File: src/rtl/cam_lookup_insert_ctrl_pkg.sv
// Shared encodings for the CAM request controller: operation codes and FSM states.
package cam_ctrl_pkg;

    typedef enum logic [1:0] {
        OP_LOOKUP = 2'd0,
        OP_INSERT = 2'd1,
        OP_DELETE = 2'd2,
        OP_RSVD   = 2'd3
    } op_e;

    typedef enum logic [2:0] {
        S_IDLE    = 3'd0,
        S_COMPARE = 3'd1,
        S_EVAL    = 3'd2,
        S_ISSUE   = 3'd3,
        S_WAIT    = 3'd4,
        S_RESP    = 3'd5
    } state_e;

endpackage

File: src/rtl/cam_lookup_insert_ctrl_free_slot_finder.sv
// Combinational lowest-index clear-bit encoder over the occupancy bitmap.
module free_slot_finder #(
    parameter int ADDR_WIDTH = 5
) (
    input  logic [2**ADDR_WIDTH-1:0] bitmap,
    output logic                     found,
    output logic [ADDR_WIDTH-1:0]    index
);

    // Scan high to low so the last hit written is the lowest clear index.
    always_comb begin
        found = 1'b0;
        index = '0;
        for (int i = 2**ADDR_WIDTH - 1; i >= 0; i--) begin
            if (!bitmap[i]) begin
                found = 1'b1;
                index = i[ADDR_WIDTH-1:0];
            end
        end
    end

endmodule

File: src/rtl/cam_lookup_insert_ctrl.sv
// Request-side controller for the shift-register CAM: lookup / insert-if-absent / delete,
// owning the occupancy bitmap and sequencing the CAM's multi-cycle writes.
module cam_lookup_insert_ctrl
    import cam_ctrl_pkg::*;
#(
    parameter int DATA_WIDTH  = 64,
    parameter int ADDR_WIDTH  = 5,
    parameter int SLICE_WIDTH = 4
) (
    input  logic                                           clk,
    input  logic                                           rst,
    input  logic                                           req_valid,
    output logic                                           req_ready,
    input  logic [1:0]                                     req_op,
    input  logic [DATA_WIDTH-1:0]                          req_key,
    output logic                                           rsp_valid,
    input  logic                                           rsp_ready,
    output logic                                           rsp_hit,
    output logic [ADDR_WIDTH-1:0]                          rsp_addr,
    output logic                                           rsp_full,
    output logic [ADDR_WIDTH:0]                            occupancy,
    output logic [ADDR_WIDTH-1:0]                          cam_write_addr,
    output logic [DATA_WIDTH-1:0]                          cam_write_data,
    output logic                                           cam_write_delete,
    output logic                                           cam_write_enable,
    output logic [(DATA_WIDTH+SLICE_WIDTH-1)/SLICE_WIDTH-1:0] cam_select_mask,
    input  logic                                           cam_write_busy,
    output logic [DATA_WIDTH-1:0]                          cam_compare_data,
    input  logic                                           cam_match,
    input  logic [ADDR_WIDTH-1:0]                          cam_match_addr
);

    localparam int unsigned        ENTRIES = 2**ADDR_WIDTH;
    localparam logic [ADDR_WIDTH:0] OCC_MAX = ENTRIES[ADDR_WIDTH:0];
    localparam logic [ADDR_WIDTH:0] OCC_ONE = 1;

    state_e                  state, state_next;
    op_e                     op_reg;
    logic [DATA_WIDTH-1:0]   key_reg;
    logic [ENTRIES-1:0]      bitmap;
    logic                    wait_armed;
    logic                    free_found;
    logic [ADDR_WIDTH-1:0]   free_idx;
    logic                    op_is_insert;
    logic                    op_is_delete;
    logic                    ins_room;

    free_slot_finder #(
        .ADDR_WIDTH (ADDR_WIDTH)
    ) u_free_slot_finder (
        .bitmap (bitmap),
        .found  (free_found),
        .index  (free_idx)
    );

    // Reserved op code falls through to lookup behaviour.
    assign op_is_insert     = (op_reg == OP_INSERT);
    assign op_is_delete     = (op_reg == OP_DELETE);
    assign ins_room         = (occupancy < OCC_MAX) && free_found;

    assign req_ready        = (state == S_IDLE) && !cam_write_busy;
    assign rsp_valid        = (state == S_RESP);
    assign cam_write_enable = (state == S_ISSUE);
    assign cam_write_data   = key_reg;
    assign cam_compare_data = key_reg;
    assign cam_select_mask  = '1;

    always_ff @(posedge clk or posedge rst) begin
        if (rst) begin
            state <= S_IDLE;
        end else begin
            state <= state_next;
        end
    end

    always_comb begin
        state_next = state;
        case (state)
            S_IDLE:    if (req_valid && req_ready) state_next = S_COMPARE;
            S_COMPARE: state_next = S_EVAL;
            S_EVAL: begin
                if (op_is_insert && !cam_match && ins_room) state_next = S_ISSUE;
                else if (op_is_delete && cam_match)         state_next = S_ISSUE;
                else                                        state_next = S_RESP;
            end
            S_ISSUE:   state_next = S_WAIT;
            // CAM busy only rises a cycle after the enable, so the first WAIT cycle is ignored.
            S_WAIT:    if (wait_armed && !cam_write_busy) state_next = S_RESP;
            S_RESP:    if (rsp_ready) state_next = S_IDLE;
            default:   state_next = S_IDLE;
        endcase
    end

    always_ff @(posedge clk or posedge rst) begin
        if (rst) begin
            op_reg           <= OP_LOOKUP;
            key_reg          <= '0;
            bitmap           <= '0;
            occupancy        <= '0;
            wait_armed       <= 1'b0;
            rsp_hit          <= 1'b0;
            rsp_addr         <= '0;
            rsp_full         <= 1'b0;
            cam_write_addr   <= '0;
            cam_write_delete <= 1'b0;
        end else begin
            case (state)
                S_IDLE: begin
                    if (req_valid && req_ready) begin
                        op_reg  <= op_e'(req_op);
                        key_reg <= req_key;
                    end
                end
                S_EVAL: begin
                    rsp_full <= 1'b0;
                    if (op_is_insert) begin
                        if (cam_match) begin
                            rsp_hit  <= 1'b1;
                            rsp_addr <= cam_match_addr;
                        end else if (ins_room) begin
                            rsp_hit          <= 1'b0;
                            rsp_addr         <= free_idx;
                            cam_write_addr   <= free_idx;
                            cam_write_delete <= 1'b0;
                        end else begin
                            rsp_hit  <= 1'b0;
                            rsp_addr <= '0;
                            rsp_full <= 1'b1;
                        end
                    end else begin
                        rsp_hit  <= cam_match;
                        rsp_addr <= cam_match ? cam_match_addr : '0;
                        if (op_is_delete && cam_match) begin
                            cam_write_addr   <= cam_match_addr;
                            cam_write_delete <= 1'b1;
                        end
                    end
                end
                S_ISSUE: begin
                    bitmap[cam_write_addr] <= !cam_write_delete;
                    occupancy  <= cam_write_delete ? occupancy - OCC_ONE : occupancy + OCC_ONE;
                    wait_armed <= 1'b0;
                end
                S_WAIT: begin
                    wait_armed <= 1'b1;
                end
                default: begin
                end
            endcase
        end
    end

    // A CAM hit on an entry this block believes is free means the two views have diverged.
    a_match_is_occupied: assert property (@(posedge clk) disable iff (rst)
        (state == S_EVAL && cam_match) |-> bitmap[cam_match_addr]);

endmodule
File: config.mk
export PLATFORM = sky130hd
export DESIGN_NAME = cam_lookup_insert_ctrl
export DESIGN_NICKNAME = d
export VERILOG_FILES = /design/src/rtl/cam_lookup_insert_ctrl_pkg.sv /design/src/rtl/cam_lookup_insert_ctrl_free_slot_finder.sv /design/src/rtl/cam_lookup_insert_ctrl.sv
export SDC_FILE = /design/constraint.sdc
export NUM_CORES = 1
export LEC_CHECK = 0
export BUFFER_PORTS_ARGS = -buffer_cell sky130_fd_sc_hd__clkbuf_2
export CAP_MARGIN = 10
export CORE_MARGIN = 10
export CORE_UTILIZATION = 44
export DETAILED_ROUTE_END_ITERATION = 8
export GPL_TIMING_DRIVEN = 0
export PLACE_DENSITY = 0.77
export SLEW_MARGIN = 0
export SYNTH_ARGS = -nofsm -noshare
export SYNTH_HDL_FRONTEND = slang
export SYNTH_SLANG_ARGS = --single-unit
File: constraint.sdc
create_clock -name clk -period 3.8 [get_ports clk]
set_clock_uncertainty 0.05 [all_clocks]
set_input_delay 0.38 -clock clk [delete_from_list [all_inputs] [get_ports clk]]
set_output_delay 0.38 -clock clk [all_outputs]
set_load 0.02 [all_outputs]
==> impl_results.md <==
* Outcome: completed
* DR vias/cell at 5.03
* Clock sink count at 121
* Minimum clock period at 2.51 ns
* Fmax achieved at 398 MHz
* Total gr overflow at 0
* Number of flops mapped to enable cells by yosys at 0
* Clk_lat worst skew at 0.40 ns
* ANT nets after route at 0
* Seq cells post-synth at 121
* Root buffer cell: clkbuf_16
* DR pass1 iterations at 5
* Syn avg cell area at 10.9 um^2
* Reg power frac at 30.6%
* Layout Utilization at 60.8%
* Int Power at 4.40 mW
* Final nets at 899
* Largest register FFs at 64
* Largest net degree at the start of global routing at 95
* Final Non-Filler Cells at 1006
* Path type of the worst setup path: reg2reg
* PD cells at 920 nW/um^2
* Switching share of power at 41.1%
* Period utilization at 66.1%
* Final Hold Viols at 0
* Comb pwr share at 47.3%
* Post-synth cell types at 50
* CP required at 4.03 ns
* Share of cells above drive strength 1 at 50.1%
* CORE AREA at 13300 um^2
* Setup violators final at 0
* Sequential share of the synthesized area at 50.1%
* CTS Buffer Depth at 2
* Synth async-reset ratio at 100%
* Leakage at 4.00 nW
* DR WL/cell at 17.9 um
* Number of global-route vias before repair at 4759
* Worst Hold Class: in2reg
* Routed via count at 5056
* Worst vdd ir at 0.331 mV
* Max Cap Viol at 0
* Cell total after placement at 973
* Antenna violations before repair at 0
* Critical path capture point type: register
* Row count at 42
* ANT cells at 0
* DRT Wirelength at 18000 um
* Tot GR Track Use at 18.5%
* TNS Setup at 0 ns
* Io pins at 243
* RSZ-0062 raised after global routing: no
* Final slew viol count at 0
* Clock-pin slew on the worst setup and hold paths at 0.05 ns
* H-tree level count at 4
* Post-CTS setup buffers at 0
* WP data arrival at 2.75 ns
* Most frequent cells in the layout: clkbuf_2 (226), dfrtp_1 (121), buf_4 (80)
* Area Overhead vs Synth at 34.1%
* Critical Path Fanout Max at 9
* Die ar. at 18800 um^2
* Starting density of the core at 45.3%
* CTS Buf Count at 17
* First-pass GRT wire length at 26900 um
* Sw power at 3.07 mW
* Die span in x at 137 um
* Warnings from Yosys at 0
* Synth Cell Area at 6050 um^2
* CTS tree: yes
* Commonest non-fill, non-tap cell in the layout: clkbuf_2
* Syn Inst Count at 555
* DP Wirelength at 14300 um
* FILL cells at 1137
* DRC violations left at 0
* CP Launch Type: register
* Clock share of power at 22.1%
* RePlAce Congestion at 0.889
* I/O Buffers at 226
* Slew @ Worst Pin at 0.595 ns
* DIE HEIGHT at 137 um
* Initial DRC count at 364
* Main synth FF type: dfrtp_1
* Slew headroom at 60.3%
layer usage:
metal	vias to the layer above	routed length, um	track usage (%)
li1	2406	-	-
met1	2440	6470	20.5
met2	191	9730	33.9
met3	19	1620	5.10
met4	0	202	4.86
met5	-	0	0
worst max-delay path, cell delays in order (launching register included):
cell      delay [ns]
dfrtp_1         0.43
nand4_2         0.17
or4_4           0.59
o311ai_4        0.41
a21boi_4        0.41
mux2_4          0.33
power by group through the flow:
stage | logic (mW) | registers (mW) | clock network (mW)
3_5_place_dp | 3.58 | 2.30 | 0
4_1_cts | 3.59 | 2.28 | 1.68
5_1_grt | 3.81 | 2.37 | 1.74
3_3_place_gp | 3.53 | 2.27 | 0
2_1_floorplan | 1.91 | 2.71 | 0
6_report | 3.53 | 2.29 | 1.65
Yosys cell counts, drive strengths merged, types with 3 or more instances:
cell	instances	area [um^2]
nor2b	5	31.3
nand3	11	55.1
or3	5	31.3
a21oi	18	90.1
o21ai	44	220
nand2b	4	25.0
o31ai	33	248
inv	14	52.6
nand4	10	68.8
a31oi	4	25.0
nor2	20	75.1
mux2	68	773
clkbuf	27	101
dfrtp	121	3030
or3b	4	35.0
nor4	3	18.8
buf	81	604
a211oi	4	30.0
nand2	34	128
ha	4	50.1
nand3b	6	45.0
xor2	3	26.3
a21o	3	22.5
and3	3	18.8
path summary, 6_finish.rpt:
| kind | from | end | slack, ns | cells after the start |
|---|---|---|---|---|
| max | bitmap[16] | cam_write_addr[1] | 1.29 | 5 |
| min | req_op[1] | op_reg[1] | 0.15 | 2 |
| max reg2reg | bitmap[16] | cam_write_addr[1] | 1.29 | 5 |
| min reg2reg | rsp_full | rsp_full | 0.42 | 2 |
| max in group asynchronous | rst | rsp_addr[4] | 2.52 | 4 |
| min in group asynchronous | rst | occupancy[4] | 0.44 | 3 |
what timing repair did:
action                                  in CTS  in global routing
hold buffers                                 1                  0
gates resized for setup                      0                  0
hold endpoints to repair                    27                  0
endpoints found under the setup margin       0                  0
cell type report:
class | count | area (um^2) | area share (%)
Clock inverter | 13 | 178 | 2.19
Multi-Input combinational cell | 327 | 2320 | 28.6
Tap cell | 176 | 220 | 2.72
Timing Repair Buffer | 228 | 1170 | 14.4
Sequential cell | 121 | 3030 | 37.3
Inverter | 14 | 57.6 | 0.710
Clock buffer | 19 | 433 | 5.34
Buffer | 108 | 706 | 8.70
logic make-up after synthesis:
logic type      Yosys count  share of synthesized area [%]
xor+xnor                  5                          0.724
mux                      68                           12.8
fa+ha+maj                 5                           1.16
other cells               1                         0.0620
flops                   121                           50.1
compound gates          121                           13.0
simple gates            112                           9.68
buf+inv                 122                           12.5
through the flow:
| stage | hold WS [ns] | setup WS [ns] | instance area (um^2) | power, mW |
|---|---|---|---|---|
| 6_report | 0.154 | 1.29 | 8110 | 7.46 |
| 5_1_grt | 0.146 | 1.16 | 8110 | 7.92 |
| 4_1_cts | 0.135 | 1.30 | 8110 | 7.55 |
| 3_5_place_dp | 0.309 | 1.31 | 7490 | 5.88 |
| 3_3_place_gp | 0.411 | -1.28 | 7460 | 5.80 |
| 2_1_floorplan | 0.452 | 0.156 | 6110 | 4.62 |
Power figures use the tool's default switching activity.
